--- src/rtl/ifu_fetch_pkg.sv ---
// Shared types and constants for the instruction fetch unit.
//   INST_NOP          : word presented on inst_o when no instruction is valid
//   RESET_PC_DEFAULT  : default first fetch address
//   ifu_state_e       : fetch FSM states (IDLE/REQ/WAIT/DROP)
//   fetch_entry_t     : {address, instruction} pair held in the fetch buffer
package ifu_fetch_pkg;

  localparam int unsigned XLEN = 32;

  localparam logic [XLEN-1:0] INST_NOP         = 32'h0000_0013;
  localparam logic [XLEN-1:0] RESET_PC_DEFAULT = 32'h0000_0000;

  typedef enum logic [1:0] {
    IFU_IDLE = 2'd0,
    IFU_REQ  = 2'd1,
    IFU_WAIT = 2'd2,
    IFU_DROP = 2'd3
  } ifu_state_e;

  typedef struct packed {
    logic [XLEN-1:0] addr;
    logic [XLEN-1:0] inst;
  } fetch_entry_t;

  localparam fetch_entry_t EMPTY_ENTRY = '{addr: 32'h0000_0000, inst: INST_NOP};

  // Force an address onto a word boundary.
  function automatic logic [XLEN-1:0] word_align(input logic [XLEN-1:0] a);
    return a & 32'hFFFF_FFFC;
  endfunction

endpackage

--- src/rtl/ifu_fetch_fifo.sv ---
// Fetch buffer: DEPTH-entry synchronous FIFO of {addr, inst} pairs with a
// registered head. When empty the head reads as {0, INST_NOP}.
//   clk, rst      : clock, async active-high reset
//   clear_i       : drop all entries (takes priority over push/pop)
//   push_i        : write push_data_i this cycle
//   push_data_i   : entry to write
//   pop_i         : consumer takes the head this cycle
//   valid_o       : head holds a real entry
//   head_o        : head entry
//   count_o       : entries currently held
module ifu_fetch_fifo
  import ifu_fetch_pkg::*;
#(
  parameter int unsigned DEPTH = 2
) (
  input  logic                     clk,
  input  logic                     rst,
  input  logic                     clear_i,
  input  logic                     push_i,
  input  fetch_entry_t             push_data_i,
  input  logic                     pop_i,
  output logic                     valid_o,
  output fetch_entry_t             head_o,
  output logic [$clog2(DEPTH):0]   count_o
);

  localparam int unsigned AW = $clog2(DEPTH);
  localparam int unsigned CW = AW + 1;

  fetch_entry_t  mem_q [DEPTH];
  logic [AW-1:0] rd_ptr_q, rd_ptr_d, wr_ptr_q;
  logic [CW-1:0] count_q, count_d, cnt_after_pop;
  fetch_entry_t  head_q, head_d;
  logic          valid_q;
  logic          pop;

  assign pop = pop_i && (count_q != '0);

  // Next head: the pushed word bypasses storage only when nothing else remains.
  always_comb begin
    cnt_after_pop = count_q - CW'(pop);
    rd_ptr_d      = rd_ptr_q + AW'(pop);
    count_d       = cnt_after_pop + CW'(push_i);
    head_d        = EMPTY_ENTRY;
    if (count_d != '0) begin
      if (cnt_after_pop == '0) head_d = push_data_i;
      else                     head_d = mem_q[rd_ptr_d];
    end
  end

  always_ff @(posedge clk or posedge rst) begin
    if (rst) begin
      rd_ptr_q <= '0;
      wr_ptr_q <= '0;
      count_q  <= '0;
      head_q   <= EMPTY_ENTRY;
      valid_q  <= 1'b0;
    end else if (clear_i) begin
      rd_ptr_q <= '0;
      wr_ptr_q <= '0;
      count_q  <= '0;
      head_q   <= EMPTY_ENTRY;
      valid_q  <= 1'b0;
    end else begin
      rd_ptr_q <= rd_ptr_d;
      if (push_i) wr_ptr_q <= wr_ptr_q + AW'(1);
      count_q  <= count_d;
      head_q   <= head_d;
      valid_q  <= (count_d != '0);
    end
  end

  // Storage needs no reset; only entries below count_q are ever read.
  always_ff @(posedge clk) begin
    if (push_i && !clear_i) mem_q[wr_ptr_q] <= push_data_i;
  end

  assign valid_o = valid_q;
  assign head_o  = head_q;
  assign count_o = count_q;

endmodule

--- src/rtl/ifu_fetch.sv ---
// Instruction fetch unit. Generates the PC, fetches one word at a time over
// a req/gnt/rvalid memory handshake, buffers responses and presents
// {inst_addr, inst} to the if_id register. Jumps redirect the PC, flush the
// buffer and discard any response still in flight.
//   clk, rst               : clock, async active-high reset
//   jump_en_i/jump_addr_i  : redirect pulse and target from execute
//   imem_req_o/imem_addr_o : fetch request and word address
//   imem_gnt_i             : request accepted
//   imem_rvalid_i/rdata_i  : read response (in order, >=1 cycle after gnt)
//   inst_valid_o/ready_i   : head handshake with if_id
//   inst_addr_o/inst_o     : head address and instruction (0/NOP if empty)
module ifu_fetch
  import ifu_fetch_pkg::*;
#(
  parameter logic [31:0] RESET_PC   = RESET_PC_DEFAULT,
  parameter int unsigned FIFO_DEPTH = 2
) (
  input  logic        clk,
  input  logic        rst,
  input  logic        jump_en_i,
  input  logic [31:0] jump_addr_i,
  output logic        imem_req_o,
  output logic [31:0] imem_addr_o,
  input  logic        imem_gnt_i,
  input  logic        imem_rvalid_i,
  input  logic [31:0] imem_rdata_i,
  output logic        inst_valid_o,
  input  logic        inst_ready_i,
  output logic [31:0] inst_addr_o,
  output logic [31:0] inst_o
);

  localparam int unsigned CW = $clog2(FIFO_DEPTH) + 1;

  ifu_state_e    state_q;
  logic [31:0]   pc_q;
  logic [31:0]   fetch_addr_q;
  logic          req_q;
  logic [31:0]   jump_tgt;
  logic [CW-1:0] fifo_count;
  logic [CW-1:0] cnt_after_pop;
  logic          pop, push;
  logic          has_space, space_after_push;
  fetch_entry_t  push_data, head;

  assign jump_tgt         = word_align(jump_addr_i);
  assign pop              = inst_valid_o && inst_ready_i;
  assign cnt_after_pop    = fifo_count - CW'(pop);
  assign has_space        = cnt_after_pop < CW'(FIFO_DEPTH);
  assign space_after_push = (cnt_after_pop + CW'(1)) < CW'(FIFO_DEPTH);
  // A response coinciding with a jump belongs to the old stream.
  assign push             = (state_q == IFU_WAIT) && imem_rvalid_i && !jump_en_i;
  assign push_data        = '{addr: fetch_addr_q, inst: imem_rdata_i};

  // Fetch FSM and PC. A request is only launched with a free buffer slot
  // reserved, so the response can always be pushed.
  always_ff @(posedge clk or posedge rst) begin
    if (rst) begin
      state_q      <= IFU_IDLE;
      pc_q         <= RESET_PC;
      fetch_addr_q <= '0;
      req_q        <= 1'b0;
    end else if (jump_en_i) begin
      pc_q <= jump_tgt;
      case (state_q)
        IFU_REQ: begin
          // Granted old-address request still owes a response.
          state_q <= imem_gnt_i ? IFU_DROP : IFU_REQ;
          req_q   <= !imem_gnt_i;
        end
        IFU_WAIT, IFU_DROP: begin
          state_q <= imem_rvalid_i ? IFU_REQ : IFU_DROP;
          req_q   <= imem_rvalid_i;
        end
        default: begin
          state_q <= IFU_REQ;
          req_q   <= 1'b1;
        end
      endcase
    end else begin
      case (state_q)
        IFU_IDLE: begin
          if (has_space) begin
            state_q <= IFU_REQ;
            req_q   <= 1'b1;
          end
        end
        IFU_REQ: begin
          if (imem_gnt_i) begin
            state_q      <= IFU_WAIT;
            req_q        <= 1'b0;
            fetch_addr_q <= pc_q;
            pc_q         <= pc_q + 32'd4;
          end
        end
        IFU_WAIT: begin
          if (imem_rvalid_i) begin
            state_q <= space_after_push ? IFU_REQ : IFU_IDLE;
            req_q   <= space_after_push;
          end
        end
        IFU_DROP: begin
          if (imem_rvalid_i) begin
            state_q <= IFU_REQ;
            req_q   <= 1'b1;
          end
        end
        default: begin
          state_q <= IFU_IDLE;
          req_q   <= 1'b0;
        end
      endcase
    end
  end

  ifu_fetch_fifo #(
    .DEPTH (FIFO_DEPTH)
  ) u_fifo (
    .clk         (clk),
    .rst         (rst),
    .clear_i     (jump_en_i),
    .push_i      (push),
    .push_data_i (push_data),
    .pop_i       (pop),
    .valid_o     (inst_valid_o),
    .head_o      (head),
    .count_o     (fifo_count)
  );

  assign imem_req_o  = req_q;
  assign imem_addr_o = pc_q;
  assign inst_addr_o = head.addr;
  assign inst_o      = head.inst;

endmodule
--- config.mk ---
export PLATFORM = sky130hd
export DESIGN_NAME = ifu_fetch
export DESIGN_NICKNAME = d
export VERILOG_FILES = /design/src/rtl/ifu_fetch_pkg.sv /design/src/rtl/ifu_fetch_fifo.sv /design/src/rtl/ifu_fetch.sv
export SDC_FILE = /design/constraint.sdc
export NUM_CORES = 1
export LEC_CHECK = 0
export CAP_MARGIN = 0
export CORE_ASPECT_RATIO = 1.2
export CORE_UTILIZATION = 53
export DETAILED_ROUTE_END_ITERATION = 12
export PLACE_DENSITY = 0.89
export SLEW_MARGIN = 25
export SYNTH_ARGS = -nofsm -noshare
export SYNTH_HDL_FRONTEND = slang
export SYNTH_SLANG_ARGS = --single-unit
--- constraint.sdc ---
create_clock -name clk -period 9.5 [get_ports clk]
set_input_delay 2.85 -clock clk [delete_from_list [all_inputs] [get_ports clk]]
set_output_delay 2.85 -clock clk [all_outputs]
set_load 0.005 [all_outputs]
==> results.sh <==
export IMPL_worst_hold_path_type="flop to flop"
export IMPL_cp_max_fo=63
export IMPL_layout_drive_gt1_share_pct=9.70
export IMPL_syn_to_final_growth_pct=25.5
export IMPL_dr_pass1_iters=5
export IMPL_power_leakage_nw=5.20
export IMPL_fp_row_count=55
export IMPL_drt_iter0_drc=396
export IMPL_max_vdd_ir_drop_mv=0.137
export IMPL_ys_flop_type="dfrtp_1"
export IMPL_start_util_pct=54.0
export IMPL_cellPowerDensity_mw_per_mm2=196
export IMPL_syn_inst=740
export IMPL_synth_edf_count=124
export IMPL_cp_required_ns=9.91
export IMPL_synthAdderAreaFrac_pct=0.491
export IMPL_fin_skew_ns=0.0145
export IMPL_post_route_util_pct=67.8
export IMPL_ys_async_sr_fraction_pct=51.4
export IMPL_max_cap_violations=0
export IMPL_via_per_inst=5.66
export IMPL_worst_pin_slew_ns=0.957
export IMPL_cts_hold_buffers_added=0
export IMPL_fillers=1373
export IMPL_port_buffers=163
export IMPL_cts_tree="built"
export IMPL_max_slew_margin_pct=36.0
export IMPL_critPathCaptureType="flop"
export IMPL_gp_congestion=0.802
export IMPL_yosysUniqueCellTypes=55
export IMPL_dp_hpwl_um=13300
export IMPL_die_w_um=129
export IMPL_rsz0062_at_grt="no"
export IMPL_yosys_area_top_type="edfxtp_1"
export IMPL_muxShareOfSynthArea_pct=9.51
export IMPL_layout_nets=965
export IMPL_coreArea_mm2=0.0189
export IMPL_post_route_drc_count=0
export IMPL_synth_compound_area_share_pct=10.1
export IMPL_cts_sinks=255
export IMPL_synth_xor_area_share_pct=1.25
export IMPL_ctsResizeCount=0
export IMPL_arrival_ns=5.65
export IMPL_setup_viol=0
export IMPL_overflow=0
export IMPL_synth_top_family_by_area="compound AO/OA/AOI/OAI gates"
export IMPL_cts_made_buffers=23
export IMPL_clock_latency_ns=0.51
export IMPL_grt_max_degree=119
export IMPL_antenna_found_initial=1
export IMPL_hold_viol=0
export IMPL_yosysTopAreaCellShare_pct=36.5
export IMPL_final_cell_mix="162 x clkdlybuf4s50_1, 128 x dfrtp_1, 124 x edfxtp_1"
export IMPL_yosys_area_share_simple_pct=7.25
export IMPL_dieHeight_um=154
export IMPL_grt_pass1_vias=6702
export IMPL_cts_root_buf="clkbuf_16"
export IMPL_layout_commonest_cell="clkdlybuf4s50_1"
export IMPL_syn_area_mm2=0.0102
export IMPL_avgSynthCellArea_um2=13.8
export IMPL_clock_path_buffers=3
export IMPL_timing_hold_ws_ns=0.483
export IMPL_yosysSeqAreaShare_pct=68.8
export IMPL_ff_latch_area_mm2=0.00701
export IMPL_post_cts_buffers=0
export IMPL_yosysWarnings=0
export IMPL_cts_clk_slew_worst_paths_ns=0.07
export IMPL_path_class="input port to flop"
export IMPL_grt_usage_pct=22.8
export IMPL_multiInputGateArea_mm2=0.00299
export IMPL_yosys_top_cells_area="edfxtp_1 37%, dfrtp_1 31%, mux2i_1 6.2%, o21ai_0 3.9%, mux2_2 3.3%"
export IMPL_die_area_mm2=0.0198
export IMPL_antenna_left=0
export IMPL_grt_pass1_wl_um=35000
export IMPL_io_pin_count=168
export IMPL_drv_slew=0
export IMPL_fin_setup_tns_ns=0
export IMPL_cp_start_kind="input port"
export IMPL_fmax_mhz=191
export IMPL_status="finished clean"
export IMPL_vias=6587
export IMPL_wl_um=21800
export IMPL_min_period_ns=5.25
export IMPL_dpl_cell_count=1122
export IMPL_period_share_pct=55.2
export IMPL_htree_num_levels=1
export IMPL_wire_per_inst_um=18.7
export IMPL_final_cells=1164
export IMPL_synth_seq_cells=255
==> worst max-delay path, stage by stage <==
cell and delay [ns]:
clkdlybuf4s50_1 0.41, o211a_1 0.20, ha_1 0.44, inv_1 0.08, ha_1 0.20, xor3_1 0.41, o21a_4 0.60, o21ai_0 0.24
a21oi_1 0.21
==> layout make-up <==
cell class	count	area share [%]
Sequential cell	255	54.8
Antenna cell	1	0.0196
Multi-Input combinational cell	432	23.4
Clock inverter	13	1.08
Tap cell	256	2.51
Inverter	9	0.303
Clock buffer	28	4.65
Timing Repair Buffer	170	13.3
==> state kept, by name (all words and copies together), names as in the netlist <==
register / count
imem_addr_o: 30
u_fifo.head_o: 63
u_fifo.count_o: 2
u_fifo.mem_q: 124
imem_req_o: 1
u_fifo.rd_ptr_q: 1
fetch_addr_q: 30
u_fifo.wr_ptr_q: 1
state_q: 2
u_fifo.valid_o: 1
==> stage by stage <==
| stage | total power (W) | instance area (um2) | setup WS [ns] |
|---|---|---|---|
| 6_report | 0.00251 | 12800 | 4.25 |
| 5_1_grt | 0.00260 | 12800 | 4.08 |
| 4_1_cts | 0.00252 | 12800 | 4.28 |
| 3_5_place_dp | 0.00162 | 12000 | 3.82 |
| 3_3_place_gp | 0.00160 | 12000 | 3.53 |
| 2_1_floorplan | 0.00149 | 10200 | 2.06 |
==> path summary, 6_finish.rpt <==
check	slack, ns	cells after the start	startpoint	endpoint
hold / removal	0.48	0	fetch_addr_q[4]	u_fifo.mem_q[1][36]
min in group asynchronous	2.85	2	rst	u_fifo.head_o[36]
setup reg to reg	6.47	8	u_fifo.count_o[1]	u_fifo.head_o[24]
setup / recovery	4.25	9	inst_ready_i	u_fifo.head_o[24]
hold reg to reg	0.48	0	fetch_addr_q[4]	u_fifo.mem_q[1][36]
max in group asynchronous	5.44	3	rst	u_fifo.head_o[60]
==> logic make-up after synthesis <==
group	after synthesis
DFF	255
and+or+nand+nor	135
adders and majority gates	4
muxes	93
buffers and inverters	55
other	1
AOI/OAI and AO/OA	185
xor gates and xnor gates	12
==> layer usage <==
metal	vias up	share of wire [%]	GRT usage (%)
li1	3087	-	-
met1	3238	41	28.5
met2	215	51	39.8
met3	47	5.1	3.38
met4	0	3.1	8.85
met5	-	0	0
==> cells in the mapped netlist (all sizes together) (3+ instances only) <==
cell type  count
a21oi         63
a22oi          4
a31oi         12
and2           4
and3           4
buf           17
clkbuf        27
dfrtp        128
dfstp          3
edfxtp       124
ha             4
inv            8
mux2          30
mux2i         63
nand2         32
nand3         17
nand4         12
nor2          17
nor2b          8
nor3           8
nor3b          3
nor4           5
o211ai         4
o21ai         79
o311ai         3
o31ai         12
or3           10
or4            7
xnor2          6
xor2           5
==> report_power, final <==
part / switching (W) / internal [W] / total (W)
sequential: 0.0000857 / 0.00128 / 0.00136
combinational: 0.000103 / 0.000133 / 0.000236
clock: 0.000381 / 0.000527 / 0.000908
total: 0.000570 / 0.00194 / 0.00251
Power figures use the tool's default switching activity.
